<file path="src/rtl/vga_pkg.sv">
// Frame-buffer geometry shared by the UART row writer and the VGA scan-out.
package vga_pkg;
    localparam int Wight     = 640;
    localparam int Height    = 480;
    localparam int PIX_BITS  = 3;
    localparam int WORD_PIX  = 8;
    localparam int WORDS_ROW = Wight / WORD_PIX;
    localparam int ADDR_W    = 16;

    localparam int ROW_IDX_W = 9;
    localparam int ROW_BITS  = PIX_BITS * Wight;
    localparam int WORD_BITS = PIX_BITS * WORD_PIX;
    localparam int K_W       = $clog2(WORDS_ROW);

    localparam logic [ROW_IDX_W-1:0] ROW_LIMIT = ROW_IDX_W'(Height);
    localparam logic [ROW_IDX_W-1:0] ROW_LAST  = ROW_IDX_W'(Height - 1);
    localparam logic [K_W-1:0]       K_LAST    = K_W'(WORDS_ROW - 1);

    typedef enum logic [1:0] {IDLE, WRITE, DONE} fb_wr_state_t;

    // Word k of a packed row; pixel 8k lands in the LSBs.
    function automatic logic [WORD_BITS-1:0] row_word(input logic [ROW_BITS-1:0] row,
                                                      input logic [K_W-1:0] k);
        return row[int'(k)*WORD_BITS +: WORD_BITS];
    endfunction
endpackage

</file>
<file path="src/rtl/pos_edge.sv">
// Rising-edge detector; the first cycle after reset only primes the history bit.
module pos_edge (
    input  logic clk,
    input  logic rst,
    input  logic in,
    output logic rise
);
    logic in_q;
    logic armed;

    always_ff @(posedge clk) begin
        if (rst) begin
            in_q  <= 1'b0;
            armed <= 1'b0;
        end else begin
            in_q  <= in;
            armed <= 1'b1;
        end
    end

    assign rise = armed && in && !in_q;
endmodule

</file>
<file path="src/rtl/uart_row_fb_writer.sv">
// Captures completed UART pixel rows and streams them into the frame buffer as packed words.
module uart_row_fb_writer
    import vga_pkg::*;
(
    input  logic                 clk,
    input  logic                 rst,
    input  logic [ROW_IDX_W-1:0] row_in,
    input  logic [ROW_BITS-1:0]  row_data_in,
    input  logic                 row_done_in,
    output logic                 mem_wr_en,
    output logic [ADDR_W-1:0]    mem_wr_addr,
    output logic [WORD_BITS-1:0] mem_wr_data,
    input  logic                 mem_wr_ready,
    output logic                 busy,
    output logic                 row_written,
    output logic                 frame_done,
    output logic                 err_row_range,
    output logic                 err_overrun
);
    fb_wr_state_t         state;
    logic                 rise;
    logic [K_W-1:0]       k;
    logic [K_W-1:0]       k_inc;
    logic [ROW_IDX_W-1:0] row_q;
    logic [ROW_BITS-1:0]  row_data_q;
    logic [ADDR_W-1:0]    base;

    pos_edge u_rise (
        .clk  (clk),
        .rst  (rst),
        .in   (row_done_in),
        .rise (rise)
    );

    assign k_inc = k + K_W'(1);

    always_ff @(posedge clk) begin
        if (rst) begin
            state         <= IDLE;
            k             <= '0;
            row_q         <= '0;
            row_data_q    <= '0;
            base          <= '0;
            mem_wr_en     <= 1'b0;
            mem_wr_addr   <= '0;
            mem_wr_data   <= '0;
            busy          <= 1'b0;
            row_written   <= 1'b0;
            frame_done    <= 1'b0;
            err_row_range <= 1'b0;
            err_overrun   <= 1'b0;
        end else begin
            row_written   <= 1'b0;
            frame_done    <= 1'b0;
            err_row_range <= 1'b0;
            err_overrun   <= 1'b0;
            case (state)
                IDLE: begin
                    if (rise) begin
                        if (row_in < ROW_LIMIT) begin
                            row_q       <= row_in;
                            row_data_q  <= row_data_in;
                            base        <= ADDR_W'(row_in) * ADDR_W'(WORDS_ROW);
                            mem_wr_addr <= ADDR_W'(row_in) * ADDR_W'(WORDS_ROW);
                            mem_wr_data <= row_data_in[WORD_BITS-1:0];
                            k           <= '0;
                            mem_wr_en   <= 1'b1;
                            busy        <= 1'b1;
                            state       <= WRITE;
                        end else begin
                            err_row_range <= 1'b1;
                        end
                    end
                end
                WRITE: begin
                    if (rise) err_overrun <= 1'b1;
                    if (mem_wr_ready) begin
                        if (k == K_LAST) begin
                            mem_wr_en   <= 1'b0;
                            row_written <= 1'b1;
                            frame_done  <= (row_q == ROW_LAST);
                            state       <= DONE;
                        end else begin
                            k           <= k_inc;
                            mem_wr_addr <= base + ADDR_W'(k_inc);
                            mem_wr_data <= row_word(row_data_q, k_inc);
                        end
                    end
                end
                DONE: begin
                    if (rise) err_overrun <= 1'b1;
                    busy  <= 1'b0;
                    state <= IDLE;
                end
                default: state <= IDLE;
            endcase
        end
    end
endmodule
</file>
<file path="config.mk">
export PLATFORM = sky130hd
export DESIGN_NAME = uart_row_fb_writer
export DESIGN_NICKNAME = d
export VERILOG_FILES = /design/src/rtl/vga_pkg.sv /design/src/rtl/pos_edge.sv /design/src/rtl/uart_row_fb_writer.sv
export SDC_FILE = /design/constraint.sdc
export NUM_CORES = 2
export LEC_CHECK = 0
export ABC_AREA = 1
export CAP_MARGIN = 25
export CORE_AREA = 4 4 780 782
export CTS_CLUSTER_DIAMETER = 50
export CTS_CLUSTER_SIZE = 40
export DETAILED_ROUTE_END_ITERATION = 16
export DIE_AREA = 0 0 784 786
export DONT_BUFFER_PORTS = 1
export PLACE_DENSITY = 0.35
export SLEW_MARGIN = 10
export SYNTH_ARGS = -nofsm -noshare
export SYNTH_HDL_FRONTEND = slang
export SYNTH_SLANG_ARGS = --single-unit
</file>
<file path="constraint.sdc">
create_clock -name clk -period 2.7 [get_ports clk]
set_input_delay 0.81 -clock clk [delete_from_list [all_inputs] [get_ports clk]]
set_output_delay 0.81 -clock clk [all_outputs]
set_load 0.02 [all_outputs]
</file>
==> summary.txt <==
Outcome
  – Status: complete, but fails checks
  – Failing checks: negative setup slack

Critical path
  – CP endpoint kind: flip-flop
  – Reg2reg start: mem_wr_addr[1]
  – Path type of the worst setup path: reg2reg
  – WP data arrival: 3.82 ns
  – Worst Setup Start Kind: flip-flop
  – Critical Path RT: roughly 3.5 ns
  – Worst reg2reg endpoint: mem_wr_data[20]
  – Reg2Reg Depth: 15
  – Reg2Reg Setup Slack: -0.32 ns
  – Maximum fanout along the worst path: 15

Detailed routing
  – Iter 0 DRT Violations: roughly 8.6k
  – Initial DRT Pass Iterations: 8
  – Via/cell ratio: between 4 and 5
  – WL final: 652 mm
  – Via count: between 100k and 150k
  – Wire per inst: around 27 um
  – DRC viols: 0
  – Routed Antenna Nets: 0

Cells and area
  – Layout cells sized above 1: ~15%
  – Register Area: 0.0399 mm^2
  – Fill cell count: 67.3k
  – Multi-input gate area: roughly 0.046 mm^2
  – Util after Layout: between 20% and 30%
  – # nets final: around 17k
  – Area grow syn2layout: 58.8%
  – Final Non-Filler Cells: around 24k

Logic synthesis
  – Synth Area in Compound Gates: about 15%
  – Cells after synthesis: around 13k
  – Most common cell in the netlist: nor2_1
  – Syn Nets: roughly 15k
  – Largest family of logic cells by synthesized area: simple AND/OR/NAND/NOR gates
  – Post-synth EDFFs: 0
  – Share of the synthesized area in the top cell type: 45.4%
  – Ys flop type: dfxtp_1
  – Post-synth top cells: nor2_1 (3588), nand2_1 (2280), o21ai_0 (2055)
  – Post-synth ARST share: 0%
  – Post-synthesis mux area share: 0%
  – Synth area leaders: dfxtp_1 (45%), nor2_1 (15%), o21ai_0 (12%)
  – Synth Register Bits: roughly 2.0k
  – Simple-gate share of the synthesized area: between 30 and 40%
  – Avg Inst Size Synth: between 6 and 7 um^2
  – Yosys cell types: 33
  – Area share of xor/xnor cells in the synthesized design: less than 1%
  – Leading area contributor after synthesis: dfxtp_1
  – Adder-cell share of the synthesized area: less than 1%
  – Post-synthesis sequential area ratio: between 40 and 50%
  – Syn Std Cell Area: just under 0.09 mm^2
  – Syn. warnings: 0

Timing
  – Final hold slack: 0.101 ns
  – Final Critical Period: 3.02 ns
  – RSZ-0062 raised after global routing: yes
  – Fin worst setup slack: -0.319 ns
  – Part of the cycle the worst path needs: 112%
  – Endpoints failing setup: 28
  – Final hold vios: 0
  – Fin Clk Skew: roughly 0.091 ns
  – Count of pins over their slew limit: 0
  – Slew @ Worst Pin: approximately 0.82 ns
  – Slew headroom: 44.8%
  – Highest Clock Rate: 331 MHz

GRT
  – GR Util All Layers: about a fifth
  – Initial antenna violation count: between 200 and 300
  – Grt total ovfl: 0
  – First-pass GRT wire length: about 850 mm
  – Pin count of the biggest net entering global routing: about 130
  – Vias in the first global route: approximately 99k

Clock tree
  – Max Root-Sink Buffers: 4
  – TritonCTS Buffers: 328
  – Htree depth: 5
  – CTS Root Buffer Type: clkbuf_16
  – TritonCTS Sinks: about 2k
  – Clock slew at reported path FFs: 0.05 ns
  – Clock Latency Late Sink: about 0.95 ns
  – CTS tree: yes

Job
  – Max_cap viols: 0

Pwr
  – Power Density: around 900 mW/mm^2
  – Leakage Power: between 50 and 60 nW
  – Maximum vdd ir drop: ~540 uV

Min path
  – Hold EP: mem_wr_addr[13]
  – Min-delay worst type: in2reg
  – Worst Hold Depth: 3
  – HP Start: rst

Floorplanning
  – Row count: roughly 290
  – Die area: between 0.6 and 0.7 mm^2
  – Core Box Area: ~0.60 mm^2
  – Die Wd: 784 um
  – DIE HEIGHT: just under 800 um
  – Starting Density: 14.6%
  – I/O Pins: ~2k

Placement
  – Post-DP HPWL: about 500 mm
  – # port buffers: 0
  – Final Wtd Congestion: between 0.8 and 0.9
  – Cell Count Post-Placement: about 21k
  – Pre-CTS setup slack: -1.42 ns
[routing by layer]
layer  wire (um)  GRT usage (%)
met1      264000           23.7
met2      312000           33.9
met3       39500           4.00
met4       36500           9.49
met5         421              0
[registers in the layout (all words and copies together) (netlist names)]
register,cells
mem_wr_data,24
err_overrun,1
k,3
mem_wr_addr,16
busy,1
row_written,1
row_q,9
row_data_q,1920
mem_wr_en,1
frame_done,1
err_row_range,1
u_rise.in_q,1
state,2
u_rise.armed,1
base,10
[critical path, cell delays in order (launching register included)]
cell and delay [ns]:
dfxtp_4 0.35, ha_4 0.27, buf_12 0.14, buf_16 0.15
buf_16 0.20, buf_12 0.16, buf_12 0.14, buf_16 0.16
o211ai_1 0.19, nand3_1 0.15, nand3_2 0.16, nand2_1 0.11
a21oi_4 0.37, nand2_1 0.09, nand2_1 0.10, a21oi_1 0.06
[what timing repair did]
action / 4_1_cts / 5_1_grt
pin swaps: 89 / 108
hold buffers: 1585 / 2
endpoints found under the setup margin: 57 / 44
buffers inserted: 62 / 43
endpoints found under the hold margin: 1602 / 2
gates resized for setup: 620 / 289
gates cloned: 26 / 17
[metrics by stage]
| stage | TNS, ns | area (um^2) | total power [mW] |
|---|---|---|---|
| after CTS | -7.35 | 137000 | 128 |
| after global placement | -157.92 | 105000 | 76.8 |
| after global routing | -9.27 | 139000 | 134 |
| after floorplan | 0 | 87800 | 53.9 |
| after detailed placement | -150.30 | 105000 | 76.6 |
| final | -4.95 | 139000 | 128 |
[cell type report]
| cell class | instances | area share (%) |
|---|---|---|
| Multi-Input combinational cell | 9848 | 32.7 |
| Tap cell | 8036 | 7.22 |
| Sequential cell | 1992 | 28.6 |
| Clock inverter | 224 | 2.12 |
| Clock buffer | 380 | 6.25 |
| Antenna cell | 194 | 0.348 |
| Timing Repair Buffer | 2812 | 22.0 |
| Inverter | 242 | 0.703 |
[worst max-delay path by stage]
stage,from,end
CTS,mem_wr_addr[0],mem_wr_data[0]
detailed placement,mem_wr_addr[0],mem_wr_data[9]
global placement,mem_wr_addr[0],mem_wr_data[9]
floorplan,mem_wr_addr[1],mem_wr_addr[13]
global route,mem_wr_addr[0],mem_wr_addr[15]
finish,mem_wr_addr[1],mem_wr_data[20]
[cells by family after synthesis]
family | after synthesis
AO/OA/AOI/OAI | 2564
buffers and inverters | 1323
XOR/XNOR | 9
AND/OR/NAND/NOR | 7252
flip-flops | 1992
adder cells (fa/ha/maj) | 23
[where the power goes]
part           switching (mW)  internal [mW]  total, mW  leakage (nW)
Clock                    18.1           27.1       45.3          5.62
Sequential               3.93           34.2       38.2          16.3
Combinational            28.2           16.7       44.9          34.9
Total                    50.3           78.1        128          56.8
[placed cells by master (no fill, tap or decap), types with 18 or more instances in the layout]
| cell type | netlist | routed |
|---|---|---|
| dfxtp_1 | 1992 | 1978 |
| a21oi_4 | 0 | 20 |
| nor2_1 | 3588 | 3551 |
| buf_4 | 28 | 780 |
| clkbuf_16 | 0 | 345 |
| clkinv_2 | 0 | 37 |
| o21ai_0 | 2055 | 2032 |
| inv_6 | 0 | 46 |
| o211ai_1 | 98 | 98 |
| dlygate4sd3_1 | 0 | 1585 |
| inv_1 | 233 | 228 |
| clkinv_4 | 0 | 36 |
| buf_6 | 0 | 63 |
| nor2_4 | 2 | 23 |
| bufinv_16 | 0 | 35 |
| nand3_1 | 1361 | 1085 |
| nand3_2 | 1 | 221 |
| inv_8 | 0 | 18 |
| nand2_1 | 2280 | 2120 |
| clkbuf_8 | 0 | 30 |
| diode_2 | 0 | 194 |
| nand3_4 | 0 | 56 |
| buf_12 | 0 | 289 |
| nand2_2 | 0 | 109 |
| buf_16 | 0 | 49 |
| nand2_4 | 0 | 45 |
| a21oi_1 | 397 | 359 |
| clkinvlp_4 | 0 | 31 |
| clkbuf_1 | 780 | 22 |
| a21oi_2 | 0 | 18 |
Note: power is estimated with default switching activity, not from simulation.
